--- src/rtl/fifo_pkg.sv ---
`default_nettype none
// ============================================================================
// fifo_pkg : shared FWFT state encoding and Gray/binary pointer helpers
// Rev 1.0
// ============================================================================
package fifo_pkg;

  typedef enum logic [1:0] {
    FWFT_IDLE  = 2'd0,
    FWFT_FETCH = 2'd1,
    FWFT_HOLD  = 2'd2
  } fwft_state_t;

  // Helpers operate on a 32-bit container; callers zero-extend and size-cast.
  localparam int MAX_PTR_WIDTH = 32;

  function automatic int ptr_width(input int addr_width);
    return addr_width + 1;
  endfunction

  function automatic logic [MAX_PTR_WIDTH-1:0] bin2gray(input logic [MAX_PTR_WIDTH-1:0] b);
    return b ^ (b >> 1);
  endfunction

  function automatic logic [MAX_PTR_WIDTH-1:0] gray2bin(input logic [MAX_PTR_WIDTH-1:0] g);
    logic [MAX_PTR_WIDTH-1:0] b;
    b[MAX_PTR_WIDTH-1] = g[MAX_PTR_WIDTH-1];
    for (int i = MAX_PTR_WIDTH - 2; i >= 0; i--) begin
      b[i] = b[i+1] ^ g[i];
    end
    return b;
  endfunction

endpackage
`default_nettype wire

--- src/rtl/fifo_rd_ctrl_if.sv ---
`default_nettype none
// ============================================================================
// fifo_rd_ctrl_if : read-side controller bus (write pointer in, RAM/flags out)
// Rev 1.0
// ============================================================================
interface fifo_rd_ctrl_if
  import fifo_pkg::*;
#(
  parameter int ADDR_WIDTH = 9
);
  localparam int PW = ptr_width(ADDR_WIDTH);

  logic [PW-1:0]         w_gptr_i;
  logic                  r_req_i;
  logic                  r_uf_clr_i;
  logic                  r_en_o;
  logic [ADDR_WIDTH-1:0] r_addr_o;
  logic [PW-1:0]         r_gptr_o;
  logic                  r_valid_o;
  logic                  r_empty_o;
  logic                  r_aempty_o;
  logic [PW-1:0]         r_level_o;
  logic                  r_underflow_o;

  modport slave (
    input  w_gptr_i, r_req_i, r_uf_clr_i,
    output r_en_o, r_addr_o, r_gptr_o, r_valid_o, r_empty_o,
           r_aempty_o, r_level_o, r_underflow_o
  );

  modport master (
    output w_gptr_i, r_req_i, r_uf_clr_i,
    input  r_en_o, r_addr_o, r_gptr_o, r_valid_o, r_empty_o,
           r_aempty_o, r_level_o, r_underflow_o
  );

endinterface
`default_nettype wire

--- src/rtl/gray_ptr_sync.sv ---
`default_nettype none
// ============================================================================
// gray_ptr_sync : multi-flop synchroniser for a Gray pointer plus binary decode
// Rev 1.0
// ============================================================================
module gray_ptr_sync
  import fifo_pkg::*;
#(
  parameter int WIDTH       = 10,
  parameter int SYNC_STAGES = 2
) (
  input  logic             clk,
  input  logic             rst,
  input  logic [WIDTH-1:0] gray_in,
  output logic [WIDTH-1:0] gray_sync,
  output logic [WIDTH-1:0] bin_sync
);

  logic [WIDTH-1:0] stage [SYNC_STAGES];

  always_ff @(posedge clk or posedge rst) begin
    if (rst) begin
      for (int i = 0; i < SYNC_STAGES; i++) begin
        stage[i] <= '0;
      end
    end else begin
      stage[0] <= gray_in;
      for (int i = 1; i < SYNC_STAGES; i++) begin
        stage[i] <= stage[i-1];
      end
    end
  end

  assign gray_sync = stage[SYNC_STAGES-1];
  assign bin_sync  = WIDTH'(gray2bin(32'(gray_sync)));

endmodule
`default_nettype wire

--- src/rtl/fifo_rd_ctrl.sv ---
`default_nettype none
// ============================================================================
// fifo_rd_ctrl : read-domain pointer/flag controller with optional FWFT stage
// Rev 1.0
// ============================================================================
module fifo_rd_ctrl
  import fifo_pkg::*;
#(
  parameter int ADDR_WIDTH  = 9,
  parameter int SYNC_STAGES = 2,
  parameter int FWFT        = 0,
  parameter int AE_THRESH   = 4
) (
  input  logic           r_clk_i,
  input  logic           rst_i,
  fifo_rd_ctrl_if.slave  bus
);

  localparam int            PW       = ptr_width(ADDR_WIDTH);
  localparam logic [PW-1:0] AE_LIMIT = PW'(AE_THRESH);

  logic [PW-1:0] wg_sync;
  logic [PW-1:0] wb_sync;
  logic [PW-1:0] rd_bin;
  logic [PW-1:0] rd_bin_next;
  logic [PW-1:0] rd_gray_next;
  logic [PW-1:0] rd_gray;
  logic [PW-1:0] level;
  logic [PW-1:0] level_next;
  logic          mem_empty;
  logic          aempty;
  logic          fetch;
  logic          valid;
  logic          empty_flag;
  logic          underflow;
  logic          uf_set;

  gray_ptr_sync #(
    .WIDTH       (PW),
    .SYNC_STAGES (SYNC_STAGES)
  ) u_wptr_sync (
    .clk       (r_clk_i),
    .rst       (rst_i),
    .gray_in   (bus.w_gptr_i),
    .gray_sync (wg_sync),
    .bin_sync  (wb_sync)
  );

  assign rd_bin_next  = rd_bin + PW'(fetch);
  assign rd_gray_next = PW'(bin2gray(32'(rd_bin_next)));
  assign level_next   = wb_sync - rd_bin_next;

  // Flags look at the post-fetch pointer so empty is never late by a word.
  always_ff @(posedge r_clk_i or posedge rst_i) begin
    if (rst_i) begin
      rd_bin    <= '0;
      rd_gray   <= '0;
      mem_empty <= 1'b1;
      level     <= '0;
      aempty    <= 1'b1;
    end else begin
      rd_bin    <= rd_bin_next;
      rd_gray   <= rd_gray_next;
      mem_empty <= (rd_gray_next == wg_sync);
      level     <= level_next;
      aempty    <= (level_next <= AE_LIMIT);
    end
  end

  if (FWFT != 0) begin : g_fwft
    fwft_state_t state;

    assign fetch = ~mem_empty &
                   ((state == FWFT_IDLE) | ((state == FWFT_HOLD) & bus.r_req_i));
    assign empty_flag = ~valid;

    always_ff @(posedge r_clk_i or posedge rst_i) begin
      if (rst_i) begin
        state <= FWFT_IDLE;
        valid <= 1'b0;
      end else begin
        case (state)
          FWFT_IDLE: begin
            valid <= 1'b0;
            if (!mem_empty) begin
              state <= FWFT_FETCH;
            end
          end
          FWFT_FETCH: begin
            state <= FWFT_HOLD;
            valid <= 1'b1;
          end
          FWFT_HOLD: begin
            if (bus.r_req_i && mem_empty) begin
              state <= FWFT_IDLE;
              valid <= 1'b0;
            end else begin
              valid <= 1'b1;
            end
          end
          default: begin
            state <= FWFT_IDLE;
            valid <= 1'b0;
          end
        endcase
      end
    end
  end else begin : g_std
    assign fetch      = bus.r_req_i & ~mem_empty;
    assign empty_flag = mem_empty;

    always_ff @(posedge r_clk_i or posedge rst_i) begin
      if (rst_i) begin
        valid <= 1'b0;
      end else begin
        valid <= fetch;
      end
    end
  end

  // Set has priority so a pop on empty is never lost to a coincident clear.
  assign uf_set = bus.r_req_i & empty_flag;

  always_ff @(posedge r_clk_i or posedge rst_i) begin
    if (rst_i) begin
      underflow <= 1'b0;
    end else if (uf_set) begin
      underflow <= 1'b1;
    end else if (bus.r_uf_clr_i) begin
      underflow <= 1'b0;
    end
  end

  assign bus.r_en_o        = fetch;
  assign bus.r_addr_o      = rd_bin[ADDR_WIDTH-1:0];
  assign bus.r_gptr_o      = rd_gray;
  assign bus.r_valid_o     = valid;
  assign bus.r_empty_o     = empty_flag;
  assign bus.r_aempty_o    = aempty;
  assign bus.r_level_o     = level;
  assign bus.r_underflow_o = underflow;

endmodule
`default_nettype wire

--- src/flat_wrapper.sv ---
// flat-port wrapper written by rule: the top's interface ports become plain ports
module fifo_rd_ctrl_flat import fifo_pkg::*;
#(
  parameter int ADDR_WIDTH  = 9,
  parameter int SYNC_STAGES = 2,
  parameter int FWFT        = 0,
  parameter int AE_THRESH   = 4
)
  (r_clk_i, rst_i, bus_w_gptr_i, bus_r_req_i, bus_r_uf_clr_i, bus_r_en_o, bus_r_addr_o, bus_r_gptr_o, bus_r_valid_o, bus_r_empty_o, bus_r_aempty_o, bus_r_level_o, bus_r_underflow_o);
  fifo_rd_ctrl_if #(.ADDR_WIDTH(ADDR_WIDTH)) bus_i ();
  input  logic r_clk_i;
  input  logic rst_i;
  input wire logic [$bits(bus_i.w_gptr_i)-1:0] bus_w_gptr_i;
  input wire logic [$bits(bus_i.r_req_i)-1:0] bus_r_req_i;
  input wire logic [$bits(bus_i.r_uf_clr_i)-1:0] bus_r_uf_clr_i;
  output wire logic [$bits(bus_i.r_en_o)-1:0] bus_r_en_o;
  output wire logic [$bits(bus_i.r_addr_o)-1:0] bus_r_addr_o;
  output wire logic [$bits(bus_i.r_gptr_o)-1:0] bus_r_gptr_o;
  output wire logic [$bits(bus_i.r_valid_o)-1:0] bus_r_valid_o;
  output wire logic [$bits(bus_i.r_empty_o)-1:0] bus_r_empty_o;
  output wire logic [$bits(bus_i.r_aempty_o)-1:0] bus_r_aempty_o;
  output wire logic [$bits(bus_i.r_level_o)-1:0] bus_r_level_o;
  output wire logic [$bits(bus_i.r_underflow_o)-1:0] bus_r_underflow_o;
  assign bus_i.w_gptr_i = bus_w_gptr_i;
  assign bus_i.r_req_i = bus_r_req_i;
  assign bus_i.r_uf_clr_i = bus_r_uf_clr_i;
  assign bus_r_en_o = bus_i.r_en_o;
  assign bus_r_addr_o = bus_i.r_addr_o;
  assign bus_r_gptr_o = bus_i.r_gptr_o;
  assign bus_r_valid_o = bus_i.r_valid_o;
  assign bus_r_empty_o = bus_i.r_empty_o;
  assign bus_r_aempty_o = bus_i.r_aempty_o;
  assign bus_r_level_o = bus_i.r_level_o;
  assign bus_r_underflow_o = bus_i.r_underflow_o;
  fifo_rd_ctrl #(.ADDR_WIDTH(ADDR_WIDTH), .SYNC_STAGES(SYNC_STAGES), .FWFT(FWFT), .AE_THRESH(AE_THRESH)) u_core (.r_clk_i(r_clk_i), .rst_i(rst_i), .bus(bus_i));
endmodule
--- config.mk ---
export PLATFORM = sky130hd
export DESIGN_NAME = fifo_rd_ctrl_flat
export DESIGN_NICKNAME = d
export VERILOG_FILES = /design/src/rtl/fifo_pkg.sv /design/src/rtl/fifo_rd_ctrl_if.sv /design/src/rtl/gray_ptr_sync.sv /design/src/rtl/fifo_rd_ctrl.sv /design/src/flat_wrapper.sv
export SDC_FILE = /design/constraint.sdc
export NUM_CORES = 1
export LEC_CHECK = 0
export ABC_AREA = 1
export CAP_MARGIN = 40
export CELL_PAD_IN_SITES_DETAIL_PLACEMENT = 1
export CELL_PAD_IN_SITES_GLOBAL_PLACEMENT = 2
export CORE_UTILIZATION = 32
export CTS_BUF_LIST = sky130_fd_sc_hd__clkbuf_16
export DETAILED_ROUTE_END_ITERATION = 8
export PLACE_DENSITY_LB_ADDON = 0.25
export SLEW_MARGIN = 0
export SYNTH_ARGS = -nofsm -noshare
export SYNTH_HDL_FRONTEND = slang
export SYNTH_SLANG_ARGS = --single-unit
--- constraint.sdc ---
create_clock -name r_clk_i -period 4.15 [get_ports r_clk_i]
set_input_delay 0.415 -clock r_clk_i [delete_from_list [all_inputs] [get_ports r_clk_i]]
set_output_delay 0.415 -clock r_clk_i [all_outputs]
set_load 0.01 [all_outputs]
## After elaboration in Yosys (flattened, before gate mapping)

Cells that the tools add are included.

- Flip-flop bits (word level): 54

- Multiplexer cells: 2
- Eq/ne operators: 1
- Add/sub/neg operators: 2
- Magnitude comparators: 1
- Reductions and logical operators: 1
- Bitwise gates (word level): 13

Operator list:

| operator | count |
|---|---|
| 10-bit by 1-bit adder with 10-bit output | 1 |
| 10-bit equality test | 1 |
| 10-bit by 3-bit less-or-equal comparator with 1-bit output (second input constant) | 1 |
| 10-bit subtractor | 1 |
| 10-bit by 9-bit XOR with 10-bit output | 1 |
| 1-bit XOR | 9 |
| 1-bit AND | 2 |
| 1-bit two-way mux | 2 |
| 2-bit nonzero test | 1 |
| 1-bit inverter | 1 |

## Depth between registers and ports, before layout

Gate-level depths: netlist (run 1).

- Word-level depth: 11
- Mapped depth: 26

## Modules after synthesis

Synthesis (run 1) repeated with hierarchy kept, for this count alone.

- Cell total of the unflattened synthesis: 319
- Area total of the unflattened synthesis: 2826.5 um2

By module, submodules not included:

| module | area an instance (um2) | seq. area each (um2) | times used | cells an instance |
|---|---|---|---|---|
| fifo_rd_ctrl | 1923.1 | 828.3 | 1 | 238 |
| gray_ptr_sync | 903.4 | 500.5 | 1 | 81 |

## Least setup slack after synthesis (run 1)

No wires, ideal clock.

- Kind: reg-to-reg
- From: register u_core.u_wptr_sync.stage, in the netlist u_core.u_wptr_sync.gray_sync[8]
- To: register u_core.aempty, in the netlist u_core.bus.r_aempty_o
- Period minus slack after synthesis: 3.124 ns
- Stages on the path, launching flop included: 23
- Setup slack: 1.026 ns
- Data arrival time: 3.056 ns
- Path through: dfrtp_1 > inv_1 > nand2_1 > nand3_2 > nand2_2 > nand2_2 > nand3_1 > nand3_4 > nand3_1 > nand3_1 > nand3_1 > nand3_1 > nand2_1 > ha_1 > fa_1 > o21ai_0 > a21oi_1 > nor2_1 > nor2_1 > xnor2_1 > nor3_1 > nand3_1 > nor2_1

- Longest elaborated chain between the ends: 11

RTL lines:

| what | RTL line | text |
|---|---|---|
| from (decl) | gray_ptr_sync.sv:19 | `logic [WIDTH-1:0] stage [SYNC_STAGES];` |
| from (signal, indexed assignment) | gray_ptr_sync.sv:29 | `stage[i] <= stage[i-1];` |
| 1-bit XOR (*) (3 in a row) | fifo_pkg.sv:29 | `b[i] = b[i+1] ^ g[i];` |
| 1-bit XOR (6 in a row) | fifo_pkg.sv:29 |  |
| 10-bit subtractor (*) | fifo_rd_ctrl.sv:51 | `assign level_next = wb_sync - rd_bin_next;` |
| net u_core.level_next[6] | fifo_rd_ctrl.sv:29 | `logic [PW-1:0] level_next;` |
| 10-bit by 3-bit less-or-equal comparator with 1-bit output (*) | fifo_rd_ctrl.sv:66 | `aempty <= (level_next <= AE_LIMIT);` |
| to (signal assigned) | fifo_rd_ctrl.sv:66 |  |
| to (decl) | fifo_rd_ctrl.sv:31 | `logic aempty;` |

The timed path passes the listed nets; every way through them passes the cells marked *.
A chain may end at the register's enable or synchronous reset.

## Worst setup path in the final report (run 1)

Same ends and word-level chain as after synthesis.

==> summary.md, run 1 <==
| Metric | Value |
|---|---|
| Critical path launch point type | `flop` |
| Post-synth EDFFs | `0` |
| Fin util | `0.431` |
| IO buf count | `47` |
| R2r worst-path depth | `22` |
| Flop-to-flop setup slack | `0.63 ns` |
| Ys flop type | `dfrtp_1` |
| Critical Path RT | `4.37 ns` |
| Worst skew pair latency | `0.29 ns` |
| Pwr/cell area | `750 nW/um2` |
| Leak | `1.57 nW` |
| Most common cell in the netlist | `dfrtp_1` |
| Max Freq | `284 MHz` |
| Via density | `4.45` |
| CP dominant cell by count | `nand3_1` |
| Clock Skew | `0.00459 ns` |
| Yosys cell types | `33` |
| Pre-CTS setup slack | `0.449 ns` |
| Top cell type's share of synthesized area | `0.501` |
| Routed Antenna Nets | `0` |
| HP Class | `flop to flop` |
| Final count of negative-setup-slack endpoints | `0` |
| Hold Vio Cnt, Final | `0` |
| Crit. End Element | `flop` |
| DR vias | `1,833` |
| Post-route setup TNS | `0 ns` |
| Post-synth top cells | `51 x dfrtp_1, 38 x nand2_1, 33 x inv_1` |
| Die Y-Extent | `91.2 um` |
| Synthesized net count | `281` |
| CTS tree | `yes` |
| Post-synth ARST share | `1.00` |
| Core area | `7730 um2` |
| Routability cong. | `0.736` |
| Hold path start | `u_core.u_wptr_sync.stage[18]` |
| Final worst slack | `0.633 ns` |
| CP max stage delay | `0.40 ns` |
| Post-detail-place hpwl | `4300 um` |
| Slew margin rel. | `0.644` |
| Fillcell total | `880` |
| WL final | `5210 um` |
| DRT iter0 DRCs | `40` |
| TritonCTS Sinks | `53` |
| Num CTS Buffers | `5` |
| Minimum clock period | `3.52 ns` |
| Critical R2R Launch | `u_core.u_wptr_sync.gray_sync[8]` |
| Initial core utilization | `0.330` |
| Slew @ Worst Pin | `0.533 ns` |
| Max_cap viols | `0` |
| DRC Markers | `0` |
| Worst Hold Endpoint | `u_core.u_wptr_sync.gray_sync[8]` |
| Final Cycle Share | `0.847` |
| Crit-path max FO | `4` |
| WHS Path Cells | `0` |
| Clock root cell | `clkbuf_16` |
| Worst hold margin | `0.349 ns` |
| Congestion Overflow GR | `0` |
| Nets | `336` |
| Netlist Area Pre-Place | `2550 um2` |
| DR pass1 iterations | `4` |
| Synth area leaders | `dfrtp_1 50%, nand2_1 5.6%, ha_1 5.4%, xor2_1 5.2%, inv_1 4.9%` |
| Ys Warns | `0` |
| Number of post-CTS setup repair buffers | `0` |
| Critical Path AT | `3.74 ns` |
| Synth area leader | `dfrtp_1` |
| Terminus of the critical flop-to-flop path | `u_core.bus.r_aempty_o` |
| Part of the Yosys area used for sequential elements | `0.521` |
| Tot GR Track Use | `0.137` |
| Max Slew Vio Count | `0` |
| # rows | `32` |
| CP Cell Sequence | `inv_1 > nand2_1 > nand3_2 > nand2_2 > nand2_2 > nand3_1 > nand3_2 > nand3_1 > nand3_1 > nand3_1 > nand3_1 > nand2_1 > ha_1 > fa_1 > o21ai_0 > a21oi_1 > nor2_1 > nor2_1 > xnor2_1 > nor3_1 > nand3_1 > nor2_1` |
| Slowest stage cell, crit path | `dfrtp_1` |
| First-pass GRT wire length | `9090 um` |
| Cts hold-fix bufs | `0` |
| Post-Synthesis Cells | `255` |
| Outcome | `complete, no violations` |
| Die X | `91.2 um` |
| Die Area | `8330 um2` |
| Syn avg cell area | `9.99 um2` |
| Vias in the first global route | `1,914` |
| Area Overhead vs Synth | `30.5%` |
| Diodes inserted | `0` |
| FF+latch count, synth | `53` |
| H-tree Lvls | `2` |
| Boundary pin count | `48` |
| Post-CTS Resized | `0` |
| Largest net degree at the start of global routing | `30` |
| Avg WL per Cell | `12.6 um` |
| Clock transition at path regs | `0.06 ns` |
| Max Buffers Root-to-Sink | `2` |
| Share of layout cells above drive strength 1 | `0.165` |
| WS Path Type | `flop to flop` |
| RSZ-0062 raised after global routing | `no` |
| Total power | `2.49 mW` |
| Worst vdd ir | `0.353 mV` |
| Antenna violations before repair | `0` |
==> power breakdown <==
| group | internal [mW] | switching [mW] |
|---|---|---|
| clock | 0.280 | 0.170 |
| sequential | 0.679 | 0.0894 |
| combinational | 0.571 | 0.704 |
==> routing by layer <==
metal,global-route usage,wire length (um),part of all wire,vias up
met5,0,0,0,-
met4,0.0397,63,0.012,0
met3,0.0243,162,0.031,6
met2,0.222,2410,0.46,32
met1,0.188,2570,0.49,876
li1,-,-,-,919
==> placed cells by master, fill, tap and decap left out, types with 7 or more instances in the layout <==
| cell | netlist | routed |
|---|---|---|
| inv_1 | 33 | 32 |
| dfrtp_1 | 51 | 51 |
| a21oi_1 | 11 | 11 |
| nand2_1 | 38 | 38 |
| nor2_1 | 9 | 9 |
| inv_2 | 6 | 7 |
| ha_1 | 11 | 11 |
| xor2_1 | 15 | 15 |
| nand3_1 | 21 | 21 |
| clkdlybuf4s50_1 | 0 | 47 |
| nand2_2 | 17 | 17 |
==> flip-flops by register name (all words and copies together), names as in the netlist, 9 cells and up <==
register                      cells
u_core.bus.r_gptr_o               9
u_core.bus.r_level_o             10
u_core.rd_bin                    10
u_core.u_wptr_sync.gray_sync     10
u_core.u_wptr_sync.stage         10
==> cell type report <==
type                            instances  area [um2]  share of cell area
Sequential cell                        53        1330               0.399
Tap cell                              102         128              0.0384
Clock buffer                            5         125              0.0376
Inverter                               40         150              0.0451
Timing Repair Buffer                   48         490               0.147
Multi-Input combinational cell        162        1070               0.322
Clock inverter                          2        35.0              0.0105
==> worst max-delay path: cells and delay by family (launching register included) <==
kind / cells / cell delay [ns]
simple gates: 16 / 1.68
compound gates: 2 / 0.49
buf+inv: 1 / 0.11
flops: 1 / 0.40
xor+xnor: 1 / 0.14
fa+ha+maj: 2 / 0.63
==> stage by stage <==
stage               cells  instance area, um2
floorplan             255                2550
global placement      404                3150
detailed placement    405                3170
CTS                   412                3330
global route          412                3330
finish                412                3330
==> cell families (layout without fill, tap and decap cells) <==
group / after synthesis / after routing / share of synthesized area
DFF: 53 / 53 / 0.521
adders and majority gates: 12 / 12 / 0.0619
and+or+nand+nor: 105 / 105 / 0.220
buffers and inverters: 40 / 95 / 0.0589
AOI/OAI and AO/OA: 24 / 24 / 0.0599
xor gates and xnor gates: 21 / 21 / 0.0781
==> worst max path at each step <==
stage / slack (ns) / start / depth (start not counted) / end
2_1_floorplan: 1.03 / u_core.u_wptr_sync.gray_sync[8] / 22 / u_core.bus.r_aempty_o
3_3_place_gp: 0.47 / bus_r_req_i / 16 / u_core.bus.r_aempty_o
3_5_place_dp: 0.45 / bus_r_req_i / 16 / u_core.bus.r_aempty_o
4_1_cts: 0.59 / u_core.u_wptr_sync.gray_sync[8] / 22 / u_core.bus.r_aempty_o
5_1_grt: 0.27 / u_core.u_wptr_sync.gray_sync[8] / 22 / u_core.bus.r_aempty_o
6_report: 0.63 / u_core.u_wptr_sync.gray_sync[8] / 22 / u_core.bus.r_aempty_o
(Power assumes the default switching activity.)
==> run 2, diff against run 1 <==
- clock period: 4.15 -> 3.3 ns (I/O delays scaled with it)
==> run 2 against run 1 <==
  * Global-route usage up 0.76 points
  * Highest routed layer unchanged
  * Clock-buffer cell count unchanged
  * Routed wire length is 9.1% higher
==> summary.md, run 2 (synthesis gave the netlist of run 1 again) <==
| Metric | Value |
|---|---|
| Tot GR Track Use | `0.145 (+0.00760)` |
| Clock transition at path regs | `0.06 ns (about the same)` |
| Initial core utilization | `0.330 (unchanged)` |
| Critical R2R Launch | `u_core.u_wptr_sync.gray_sync[8]` |
| Outcome | `complete, no violations` |
| Core area | `7730 um2 (unchanged)` |
| Routed Antenna Nets | `0 (unchanged)` |
| Critical Path RT | `3.53 ns (-0.84 ns)` |
| Hold path start | `u_core.u_wptr_sync.stage[14]` |
| Cts hold-fix bufs | `0 (unchanged)` |
| Avg WL per Cell | `13.2 um (+4.7%)` |
| WL final | `5680 um (+9.1%)` |
| HP Class | `flop to flop` |
| Critical path launch point type | `flop` |
| Worst Hold Endpoint | `u_core.u_wptr_sync.gray_sync[4]` |
| Placed inst area | `3230 um2 (+1.9%)` |
| Critical Path AT | `3.51 ns (-0.23 ns)` |
| Terminus of the critical flop-to-flop path | `u_core.bus.r_aempty_o` |
| CTS tree | `yes` |
| Commonest non-fill, non-tap cells in the layout | `51 x dfrtp_1, 47 x clkdlybuf4s50_1, 35 x nand2_1, 30 x inv_1` |
| Hold Vio Cnt, Final | `0 (unchanged)` |
| Max_cap viols | `0 (unchanged)` |
| Cells after DPL | `413 (+2.0%)` |
| Clock Skew | `0.00407 ns (-0.000523 ns)` |
| Worst skew pair latency | `0.29 ns (about the same)` |
| WS Path Type | `flop to flop` |
| Via density | `4.47 (+0.39%)` |
| Vias in the first global route | `2,028 (+6.0%)` |
| CP max stage delay | `0.44 ns (+0.04 ns)` |
| Final count of negative-setup-slack endpoints | `0 (unchanged)` |
| H-tree Lvls | `2 (unchanged)` |
| Slew margin rel. | `0.638 (-0.00654)` |
| Crit. End Element | `flop` |
| # rows | `32 (unchanged)` |
| Antenna violations before repair | `0 (unchanged)` |
| Area Overhead vs Synth | `41.2%` |
| Max Freq | `305 MHz (+7.2%)` |
| Commonest non-fill, non-tap cell in the layout | `dfrtp_1` |
| Slowest stage cell, crit path | `dfrtp_1` |
| Routability cong. | `0.771 (+4.7%)` |
| Nets | `352 (+4.8%)` |
| Die Area | `8330 um2 (unchanged)` |
| DRC Markers | `0 (unchanged)` |
| Leak | `1.69 nW (+7.8%)` |
| Pwr/cell area | `938 nW/um2 (+25%)` |
| Minimum clock period | `3.28 ns (-0.236 ns)` |
| Post-detail-place hpwl | `4340 um (+0.94%)` |
| Crit-path max FO | `3 (-1)` |
| Die X | `91.2 um (unchanged)` |
| Final Cycle Share | `0.994 (+0.147)` |
| DR vias | `1,916 (+4.5%)` |
| Worst vdd ir | `0.393 mV (+11%)` |
| First-pass GRT wire length | `9550 um (+5.0%)` |
| Share of layout cells above drive strength 1 | `0.254 (+0.0893)` |
| Total power | `3.38 mW (+35%)` |
| Congestion Overflow GR | `0 (unchanged)` |
| WHS Path Cells | `0 (unchanged)` |
| Post-route setup TNS | `0 ns (unchanged)` |
| DRT iter0 DRCs | `57 (+43%)` |
| Diodes inserted | `0 (unchanged)` |
| Cell area after layout | `3600 um2 (+8.2%)` |
| Worst hold margin | `0.347 ns (-0.00261 ns)` |
| TritonCTS Sinks | `53 (unchanged)` |
| Boundary pin count | `48 (unchanged)` |
| RSZ-0062 raised after global routing | `yes` |
| Die Y-Extent | `91.2 um (unchanged)` |
| Largest net degree at the start of global routing | `30 (unchanged)` |
| Slew @ Worst Pin | `0.543 ns (+0.00979 ns)` |
| CP dominant cell by count | `nand2_4` |
| Flop-to-flop setup slack | `0.02 ns (-0.61 ns)` |
| Num CTS Buffers | `5 (unchanged)` |
| Clock root cell | `clkbuf_16` |
| Max Slew Vio Count | `0 (unchanged)` |
| Max Buffers Root-to-Sink | `2 (unchanged)` |
| Non-Filler Instances | `429 (+4.1%)` |
| IO buf count | `47 (unchanged)` |
| R2r worst-path depth | `27 (+23%)` |
| DR pass1 iterations | `4 (unchanged)` |
| Fillcell total | `857 (-2.6%)` |
run 2: cell count changes in the layout (fill, tap and decap cells not counted), moves of 2 or more:
cell | before | now
nand3_1 | 21 | 15
buf_4 | 0 | 15
inv_1 | 32 | 30
nand2_4 | 2 | 10
nand2_2 | 17 | 12
nand2_1 | 38 | 35
inv_2 | 7 | 9
nand3_4 | 1 | 6
run 2: worst max-delay path: cells and delay by family (launching register included):
| family | cells | cell delay (ns) |
|---|---|---|
| and+or+nand+nor | 20 | 1.64 |
| adders and majority gates | 2 | 0.56 |
| AOI/OAI and AO/OA | 2 | 0.18 |
| DFF | 1 | 0.44 |
| buffers and inverters | 2 | 0.24 |
| xor gates and xnor gates | 1 | 0.15 |
run 2: worst max path at each step:
stage | start | endpoint | slack, ns | cells past startpoint
2_1_floorplan | u_core.u_wptr_sync.gray_sync[8] | u_core.bus.r_aempty_o | 0.18 | 22
3_3_place_gp | u_core.u_wptr_sync.gray_sync[8] | u_core.bus.r_aempty_o | 0.02 | 23
3_5_place_dp | u_core.u_wptr_sync.gray_sync[8] | u_core.bus.r_aempty_o | -0.13 | 23
4_1_cts | u_core.u_wptr_sync.gray_sync[9] | u_core.bus.r_aempty_o | 0.01 | 26
5_1_grt | u_core.u_wptr_sync.gray_sync[8] | u_core.bus.r_aempty_o | -0.22 | 27
6_report | u_core.u_wptr_sync.gray_sync[8] | u_core.bus.r_aempty_o | 0.02 | 27
run 2: per-layer routing:
layer,global-route usage,wire [um]
met1,0.194,2730
met2,0.237,2720
met3,0.0251,155
met4,0.0476,72
met5,0,0
run 2: cell type report:
class                           count  area [um2]  area share
Clock buffer                        5         125      0.0348
Inverter                           40         150      0.0417
Timing Repair Buffer               64         614       0.171
Sequential cell                    53        1330       0.369
Tap cell                          102         128      0.0355
Multi-Input combinational cell    162        1210       0.337
Clock inverter                      3        41.3      0.0115
run 2: per-stage QoR:
stage | util | setup WS, ns
4_1_cts | 0.442 | 0.0136
6_report | 0.466 | 0.0191
2_1_floorplan | - | 0.176
3_5_place_dp | 0.418 | -0.132
5_1_grt | 0.466 | -0.220
3_3_place_gp | 0.415 | 0.0155
run 2: where the power goes:
part,internal (mW),switching (mW)
Clock,0.355,0.224
Combinational,0.851,0.978
Sequential,0.854,0.115
Total,2.06,1.32
run 2: repair_timing:
| item | in CTS | in global routing |
|---|---|---|
| gates cloned | 0 | 0 |
| buffers inserted | 0 | 8 |
| pin swaps | 1 | 13 |
| endpoints found under the setup margin | 1 | 3 |
| gates resized for setup | 7 | 25 |
